File: config.mk
export PLATFORM = sky130hd
export DESIGN_NAME = ait_arbiter
export DESIGN_NICKNAME = d
export VERILOG_FILES = /design/src/rtl/ait_arbiter.sv
export SDC_FILE = /design/constraint.sdc
export NUM_CORES = 1
export LEC_CHECK = 0
export ABC_AREA = 1
export CORE_MARGIN = 2
export CORE_UTILIZATION = 40
export DETAILED_ROUTE_END_ITERATION = 8
export PLACE_DENSITY = 0.71
export SLEW_MARGIN = 0
export SYNTH_ARGS = -nofsm -noshare
export SYNTH_HDL_FRONTEND = slang
export SYNTH_SLANG_ARGS = --single-unit
File: constraint.sdc
create_clock -name Clk -period 2.3 [get_ports Clk]
set_clock_uncertainty 0.15 [all_clocks]
set_input_delay 0.46 -clock Clk [delete_from_list [all_inputs] [get_ports Clk]]
set_output_delay 0.46 -clock Clk [all_outputs]
set_load 0.1 [all_outputs]
File: src/rtl/ait_arbiter.sv
// Three-requester round-robin arbiter for the AIT. It issues one operation at a time,
// waits the fixed AIT latency and returns the registered result to the granted requester.
module ait_arbiter #(
    parameter int literals = 8,
    parameter int clauses  = 16,
    parameter int OP_LAT   = 2,
    parameter int LOCK_MAX = 4,
    localparam int LW = $clog2(literals) + 1,
    localparam int DW = $clog2(literals),
    localparam int CW = $clog2(clauses)
) (
    input  logic            Clk,
    input  logic            Reset,
    input  logic [2:0]      Req_valid,
    input  logic [5:0]      Req_opCode,
    input  logic [3*LW-1:0] Req_LID,
    input  logic [2:0]      Req_lock,
    output logic [2:0]      Req_ready,
    output logic [2:0]      Rsp_valid,
    output logic            Rsp_Seen,
    output logic [DW-1:0]   Rsp_Declevel,
    output logic [CW-1:0]   Rsp_Reason,
    output logic [LW-1:0]   Rsp_LID,
    output logic            AIT_enable,
    output logic [1:0]      AIT_opCode,
    output logic [LW-1:0]   AIT_LID,
    input  logic            AIT_Seen,
    input  logic [DW-1:0]   AIT_Declevel,
    input  logic [CW-1:0]   AIT_Reason,
    input  logic [LW-1:0]   AIT_LID_in,
    output logic            Busy
);

    localparam int LKW = $clog2(LOCK_MAX) + 1;
    localparam logic [LKW-1:0] LOCK_LAST = LKW'(LOCK_MAX - 1);
    localparam logic [3:0]     LAT       = 4'(OP_LAT);

    typedef enum logic [1:0] {IDLE, ISSUE, WAIT, RESP} state_t;

    state_t         state;
    logic [1:0]     ptr;
    logic [1:0]     win;
    logic [LKW-1:0] lock_cnt;
    logic [3:0]     wait_cnt;

    logic [1:0]     pick;
    logic [1:0]     pick_op;
    logic [1:0]     win_op;
    logic [LW-1:0]  pick_lid;
    logic [LW-1:0]  win_lid;
    logic           relock;

    // First requester with valid set, scanning upward from the one after p (wraps 2 -> 0).
    function automatic logic [1:0] rr_pick(input logic [1:0] p, input logic [2:0] v);
        logic [1:0] c;
        logic       found;
        rr_pick = p;
        c       = p;
        found   = 1'b0;
        for (int k = 0; k < 3; k++) begin
            c = (c >= 2'd2) ? 2'd0 : c + 2'd1;
            if (!found && v[c]) begin
                rr_pick = c;
                found   = 1'b1;
            end
        end
    endfunction

    always_comb begin
        pick     = rr_pick(ptr, Req_valid);
        pick_op  = Req_opCode[2*pick +: 2];
        pick_lid = Req_LID[LW*pick +: LW];
        win_op   = Req_opCode[2*win +: 2];
        win_lid  = Req_LID[LW*win +: LW];
        relock   = Req_lock[win] && Req_valid[win] && (lock_cnt < LOCK_LAST);
    end

    assign Busy = (state != IDLE);

    // The AIT_opCode/AIT_LID registers double as the latched request and hold between issues.
    always_ff @(posedge Clk) begin
        if (!Reset) begin
            state        <= IDLE;
            ptr          <= 2'd2;
            win          <= 2'd0;
            lock_cnt     <= '0;
            wait_cnt     <= 4'd0;
            Req_ready    <= 3'b000;
            Rsp_valid    <= 3'b000;
            Rsp_Seen     <= 1'b0;
            Rsp_Declevel <= '0;
            Rsp_Reason   <= '0;
            Rsp_LID      <= '0;
            AIT_enable   <= 1'b0;
            AIT_opCode   <= 2'b00;
            AIT_LID      <= '0;
        end else begin
            AIT_enable <= 1'b0;
            Req_ready  <= 3'b000;
            Rsp_valid  <= 3'b000;
            case (state)
                IDLE: begin
                    if (|Req_valid) begin
                        win        <= pick;
                        ptr        <= pick;
                        AIT_opCode <= pick_op;
                        AIT_LID    <= pick_lid;
                        AIT_enable <= 1'b1;
                        Req_ready  <= 3'b001 << pick;
                        state      <= ISSUE;
                    end
                end
                ISSUE: begin
                    wait_cnt <= 4'd1;
                    state    <= WAIT;
                end
                WAIT: begin
                    if (wait_cnt == LAT) begin
                        Rsp_Seen     <= AIT_Seen;
                        Rsp_Declevel <= AIT_Declevel;
                        Rsp_Reason   <= AIT_Reason;
                        Rsp_LID      <= AIT_LID_in;
                        Rsp_valid    <= 3'b001 << win;
                        wait_cnt     <= 4'd0;
                        state        <= RESP;
                    end else begin
                        wait_cnt <= wait_cnt + 4'd1;
                    end
                end
                RESP: begin
                    if (relock) begin
                        lock_cnt   <= lock_cnt + 1'b1;
                        AIT_opCode <= win_op;
                        AIT_LID    <= win_lid;
                        AIT_enable <= 1'b1;
                        Req_ready  <= 3'b001 << win;
                        state      <= ISSUE;
                    end else begin
                        lock_cnt <= '0;
                        state    <= IDLE;
                    end
                end
                default: state <= IDLE;
            endcase
        end
    end

endmodule

==> metrics.csv, run 1 <==
stage,metric,value,unit
clock_tree,TritonCTS clock tree,built,
drt,drt drc,0,
yosys,post-synthesis simple-gate area fraction,37.3,%
yosys,"Warnings, synthesis",0,
global_route,vias in the first global route,1989,
clock_tree,clk slew on worst S/H paths,0.08,ns
global_route,overall global routing resource usage,19.0,%
placed_design,placed cell areas,2650,um2
worst_hold_path,worst min-delay path class,reg2reg,
yosys,synth unique cells,26,
yosys,Mapped Cells,283,
setup_path,CP startpoint kind,flop,
sta,fin. max-slew vios,0,
sta,min Tclk post-route,2.08,ns
clock_tree,CTS max path bufs,2,
setup_path,WS Path Type,reg2reg,
clock_tree,Sink Count,37,
yosys,mux cell area share after synthesis,0,%
die,die height,73.5,um
power,Pwr per Cell Area,1240,nW/um2
cells_and_area,"Net count, final",404,
drt,Final ANT Viol Nets,0,
die,Initial Utilization,41.2,%
sta,Setup TNS,0,ns
sta,worst slew pin tran,0.461,ns
drt,via/cell ratio,4.86,
global_route,pin count of the biggest net entering global routing,20,
yosys,xor and xnor area share after synthesis,0.453,%
die,I/O pins,64,
clock_tree,Worst-Skew Late Latency,0.28,ns
cells_and_area,"commonest non-fill, non-tap cells in the layout","nor2_1, nand2_1, buf_4",
setup_path,slowest CP cell,dfxtp_1,
setup_path,Worst EP arrival,2.12,ns
global_route,global-route wire length before repair,8.31,mm
die,Placement Rows,25,
die,Core ar.,4690,um2
setup_path,"Data required, critical path",2.33,ns
cells_and_area,Layout area overhead,41.7,%
sta,period utilisation layout,90.5,%
yosys,Synth Cell Area,1930,um2
yosys,Mean Syn Cell Area,6.83,um2
sta,Final Setup Violations,0,
setup_path,critical path cell sequence,nor2_2 > nand2_1 > nand3_2 > inv_1 > nand3_2 > inv_1 > nand2_2 > nand3_4 > nand2_4 > nor2_1 > nor2_1 > nor2_1 > nor2_1,
sta,final hold vios,0,
placed_design,routability cong.,0.891,
cells_and_area,"Design Area, Final",2740,um2
clock_tree,Root Driver,clkbuf_8,
clock_tree,post-CTS setup buffer count,0,
clock_tree,H-tree depth,2,
flow_run,MaxCap Viol Count,0,
yosys,post-synthesis sequential area ratio,38.3,%
sta,unrepaired setup endpoints after global routing,no,
placed_design,IO Port Bufs,63,
sta,fmax,480,MHz
die,die area,5400,um2
cells_and_area,Filler cells,437,
drt,DRT iter0 DRCs,84,
setup_path,Critical Path Max Stage Delay,0.61,ns
yosys,Adder-Cell Fraction of Synth Area,3.89,%
cells_and_area,Ant. Diodes,0,
placed_design,post-DP HPWL,3.76,mm
power,Leak,1.33,nW
yosys,number of synthesized flops with an enable pin,0,
yosys,Post-synth ARST share,0,%
clock_tree,total CTS buffers,5,
drt,Detailed Route WL,4.89,mm
cells_and_area,layout cells sized above 1,18.8,%
yosys,synthesized flop and latch total,37,
cells_and_area,"commonest non-fill, non-tap cell in the layout",nor2_1,
yosys,largest family of logic cells by synthesized area,simple AND/OR/NAND/NOR gates,
setup_path,CP Capture Type,flop,
yosys,fraction of the mapped netlist area in compound gates,11.5,%
drt,DR vias,2017,
global_route,initial antenna violation count,0,
die,width of the die,73.5,um
yosys,Post-synth top flop,dfxtp_1,
setup_path,critical path peak fanout,11,
global_route,grt ovf,0,
drt,DRT Pass-1 Iters,4,
status,status,completed,
sta,relative slew slack,69.2,%
yosys,"Net Count, Synth",327,
drt,WL per Instance,11.8,um
setup_path,Most common cell on crit path,nor2_1,
power,VDD IR-drop max,0.000464,V
## cell usage after synthesis, drive strengths merged (3+ instances only)
library cell,count,area [um2]
a21oi,10,50.1
clkbuf,6,32.5
dfxtp,37,741
ha,6,75.1
inv,34,128
nand2,60,245
nand3,24,163
nand4,7,43.8
nor2,61,241
nor3,3,15.0
o21ai,25,125
## flip-flops by register name, indices dropped and copies added, names as in the netlist
register	cells
Rsp_valid	3
wait_cnt	4
lock_cnt	3
Rsp_Reason	4
state	2
Rsp_Declevel	3
Rsp_LID	4
win	1
AIT_LID	4
AIT_enable	1
ptr	2
Req_ready	3
Rsp_Seen	1
AIT_opCode	2
## final cells by class
type,instances,area [um2],area share [%]
Multi-Input combinational cell,205,1030,37.5
Sequential cell,37,741,27.1
Timing Repair Buffer,77,688,25.1
Inverter,34,128,4.66
Clock buffer,6,72.6,2.65
Tap cell,54,67.6,2.47
Clock inverter,2,15.0,0.548
## kinds of logic after synthesis
group | count (synthesis)
and+or+nand+nor | 157
adders and majority gates | 6
xor gates and xnor gates | 1
DFF | 37
buffers and inverters | 41
AOI/OAI and AO/OA | 41
## metal layers
metal	vias to the layer above	share of wire (%)	global-route usage, %
met5	-	0	0
met4	0	1.3	5.86
met3	8	4.3	3.84
met2	49	47	31.3
met1	894	48	24.8
li1	1066	-	-
## per-stage QoR
| step | util (%) | setup WS (ns) | power, mW | std cells | hold slack [ns] |
|---|---|---|---|---|---|
| after detailed placement | 56.4 | -0.156 | 2.93 | 407 | 0.311 |
| after global routing | 58.3 | 0.0304 | 3.65 | 415 | 0.364 |
| after global placement | 56.4 | -0.0816 | 2.91 | 407 | 0.305 |
| after CTS | 58.2 | 0.147 | 3.40 | 415 | 0.321 |
| after floorplan | - | 0.0420 | 2.40 | 283 | 0.295 |
| final | 58.3 | 0.217 | 3.38 | 415 | 0.318 |
## power breakdown
| group | leakage (nW) | total [mW] | switching, mW | internal [mW] |
|---|---|---|---|---|
| combinational | 0.991 | 2.07 | 1.43 | 0.634 |
| sequential | 0.301 | 0.857 | 0.0976 | 0.760 |
| clock | 0.0374 | 0.455 | 0.242 | 0.214 |
## what timing repair did
item / CTS / global route
endpoints found under the setup margin: 0 / 4
resized for setup: 0 / 2
hold buffers: 0 / 0
## critical path, delay by kind of cell, from the launching register on
family	cells	cell delay [ns]
flops	1	0.61
simple gates	11	1.04
buf+inv	2	0.19
## path summary, 6_finish.rpt
kind                                   from             to  slack, ns  cells past startpoint
worst min-delay path            lock_cnt[2]    lock_cnt[2]       0.32                      2
worst min register to register  lock_cnt[2]    lock_cnt[2]       0.32                      2
worst max register to register       ptr[0]  AIT_opCode[0]       0.22                     13
worst max-delay path                 ptr[0]  AIT_opCode[0]       0.22                     13
(Power assumes the default switching activity.)
==> run 2: changes to the inputs <==
REMOVE_ABC_BUFFERS = 1   (was unset)
SKIP_LAST_GASP = 1   (was unset)
==> run 2 against run 1 <==
  * Die area is the same
  * Sequential share of layout area shrank 0.062 points
  * Total power increased by 0.95%
  * Critical path depth fell by 5
  * Fmax grew 1.7%
  * Largest cell class unchanged
  * Highest routed layer unchanged
==> metrics.csv, run 2 (synthesis gave the netlist of run 1 again) <==
stage,metric,value,unit,change
status,status,completed,,unchanged
placed_design,routability cong.,0.826,,was 0.891
clock_tree,CTS max path bufs,2,,unchanged
drt,DRT iter0 DRCs,127,,was 84
global_route,grt ovf,0,,unchanged
cells_and_area,Layout Cells excl Fill,414,,was 415
global_route,overall global routing resource usage,18.4,%,was 19.0%
clock_tree,post-CTS setup buffer count,0,,unchanged
sta,worst slew pin tran,0.512,ns,was 0.461 ns
sta,relative slew slack,65.7,%,was 69.2%
drt,Detailed Route WL,4.85,mm,was 4.89 mm
die,Placement Rows,25,,unchanged
sta,unrepaired setup endpoints after global routing,no,,unchanged
global_route,global-route wire length before repair,7.87,mm,was 8.31 mm
sta,final hold vios,0,,unchanged
placed_design,post-DP HPWL,3.73,mm,was 3.76 mm
power,Leak,1.33,nW,about the same
drt,DRT Pass-1 Iters,4,,unchanged
sta,Final Setup Violations,0,,unchanged
die,die height,73.5,um,unchanged
power,sequential share of power,25.2,%,was 25.4%
sta,"Worst Setup Slack, final",0.253,ns,was 0.217 ns
clock_tree,CTS hold repair buffers,0,,unchanged
die,width of the die,73.5,um,unchanged
drt,wire length on met2,2.24,mm,was 2.28 mm
placed_design,pre-CTS setup slack,-0.0710,ns,was -0.156 ns
power,Psw,1.75,mW,was 1.77 mW
setup_path,WS Path Type,reg2reg,,unchanged
drt,wire length on met3,246,um,was 212 um
drt,WL per Instance,11.7,um,was 11.8 um
worst_hold_path,worst min-delay path class,reg2reg,,unchanged
setup_path,Worst EP arrival,2.08,ns,was 2.12 ns
sta,fin. max-slew vios,0,,unchanged
die,die area,5400,um2,unchanged
sta,period utilisation layout,89.0,%,was 90.5%
power,Clk pwr share,14.7,%,was 13.5%
die,I/O pins,64,,unchanged
placed_design,IO Port Bufs,63,,unchanged
drt,via/cell ratio,4.84,,was 4.86
die,Initial Utilization,41.2,%,unchanged
power,Combinational Power Share,60.1,%,was 61.2%
clock_tree,H-tree depth,2,,unchanged
drt,top sig layer,met4,,unchanged
cells_and_area,Layout area overhead,42.0,%,was 41.7%
flow_run,MaxCap Viol Count,0,,unchanged
global_route,pin count of the biggest net entering global routing,15,,was 20
drt,Final ANT Viol Nets,0,,unchanged
power,"Power, Total",3.41,mW,was 3.38 mW
cells_and_area,layout cells sized above 1,19.2,%,was 18.8%
cells_and_area,"Net count, final",403,,was 404
drt,DR vias,2002,,"was 2,017"
die,Core ar.,4690,um2,unchanged
global_route,vias in the first global route,1854,,"was 1,989"
sta,fmax,489,MHz,was 480 MHz
clock_tree,total CTS buffers,5,,unchanged
cells_and_area,"commonest non-fill, non-tap cell in the layout",nor2_1,,unchanged
clock_tree,TritonCTS clock tree,built,,unchanged
sta,Setup TNS,0,ns,unchanged
clock_tree,Sink Count,37,,unchanged
power,Switching Fraction,51.2,%,was 52.5%
cells_and_area,utilization after layout,58.5,%,was 58.3%
cells_and_area,"commonest non-fill, non-tap cells in the layout","nor2_1, nand2_1, buf_4",,unchanged
clock_tree,Root Driver,clkbuf_8,,unchanged
power,VDD IR-drop max,0.000539,V,was 0.000464 V
placed_design,dpl cells,406,,was 407
clock_tree,Worst-Skew Late Latency,0.29,ns,was 0.28 ns
setup_path,CP Capture Type,flop,,unchanged
power,Pint,1.66,mW,was 1.61 mW
drt,DRT met1 WL,2.30,mm,was 2.33 mm
setup_path,CP startpoint kind,flop,,unchanged
sta,min Tclk post-route,2.05,ns,was 2.08 ns
drt,drt drc,0,,unchanged
setup_path,"Data required, critical path",2.34,ns,was 2.33 ns
sta,WHS,0.315,ns,was 0.318 ns
placed_design,placed cell areas,2640,um2,was 2650 um2
cells_and_area,"Design Area, Final",2740,um2,about the same
power,Pwr per Cell Area,1240,nW/um2,about the same
cells_and_area,Ant. Diodes,0,,unchanged
clock_tree,clk slew on worst S/H paths,0.07,ns,was 0.08 ns
setup_path,critical path peak fanout,12,,was 11
clock_tree,PostCTS Resize Cnt,0,,unchanged
global_route,initial antenna violation count,0,,unchanged
run 2: worst paths after layout:
path	from	to	slack, ns	cells past startpoint
worst max-delay path	ptr[0]	AIT_LID[3]	0.25	8
worst min-delay path	lock_cnt[2]	lock_cnt[2]	0.32	2
worst max register to register	ptr[0]	AIT_LID[3]	0.25	8
worst min register to register	lock_cnt[2]	lock_cnt[2]	0.32	2
run 2: layer usage:
layer | global-route usage, % | vias to the layer above
met5 | 0 | -
met4 | 4.85 | 0
met3 | 5.21 | 6
met2 | 29.8 | 48
met1 | 24.1 | 882
li1 | - | 1066
run 2: layout make-up:
type / instances / area [um2]
sequential: 37 / 741
clock buffer: 7 / 96.3
inverter: 34 / 128
clock inverter: 1 / 5.00
timing repair buffer: 76 / 678
multi-input combinational: 205 / 1030
fill: 456 / 1950
tap: 54 / 67.6
run 2: worst max-delay path, cell delays in order (launching register included):
cell and delay (ns):
dfxtp_1 0.59, nand2_1 0.22, o221ai_1 0.26, nand3_1 0.14, a21oi_1 0.16, buf_4 0.19
nand2_1 0.07, nor2_1 0.11, nor2_1 0.04
run 2: power by group through the flow:
stage          Combinational (mW)  Sequential (mW)  Clock [mW]
2_1_floorplan                1.05             1.31           0
3_3_place_gp                 2.03            0.870           0
3_5_place_dp                 2.05            0.872           0
4_1_cts                      2.06            0.858       0.520
5_1_grt                      2.25            0.874       0.543
6_report                     2.05            0.860       0.502
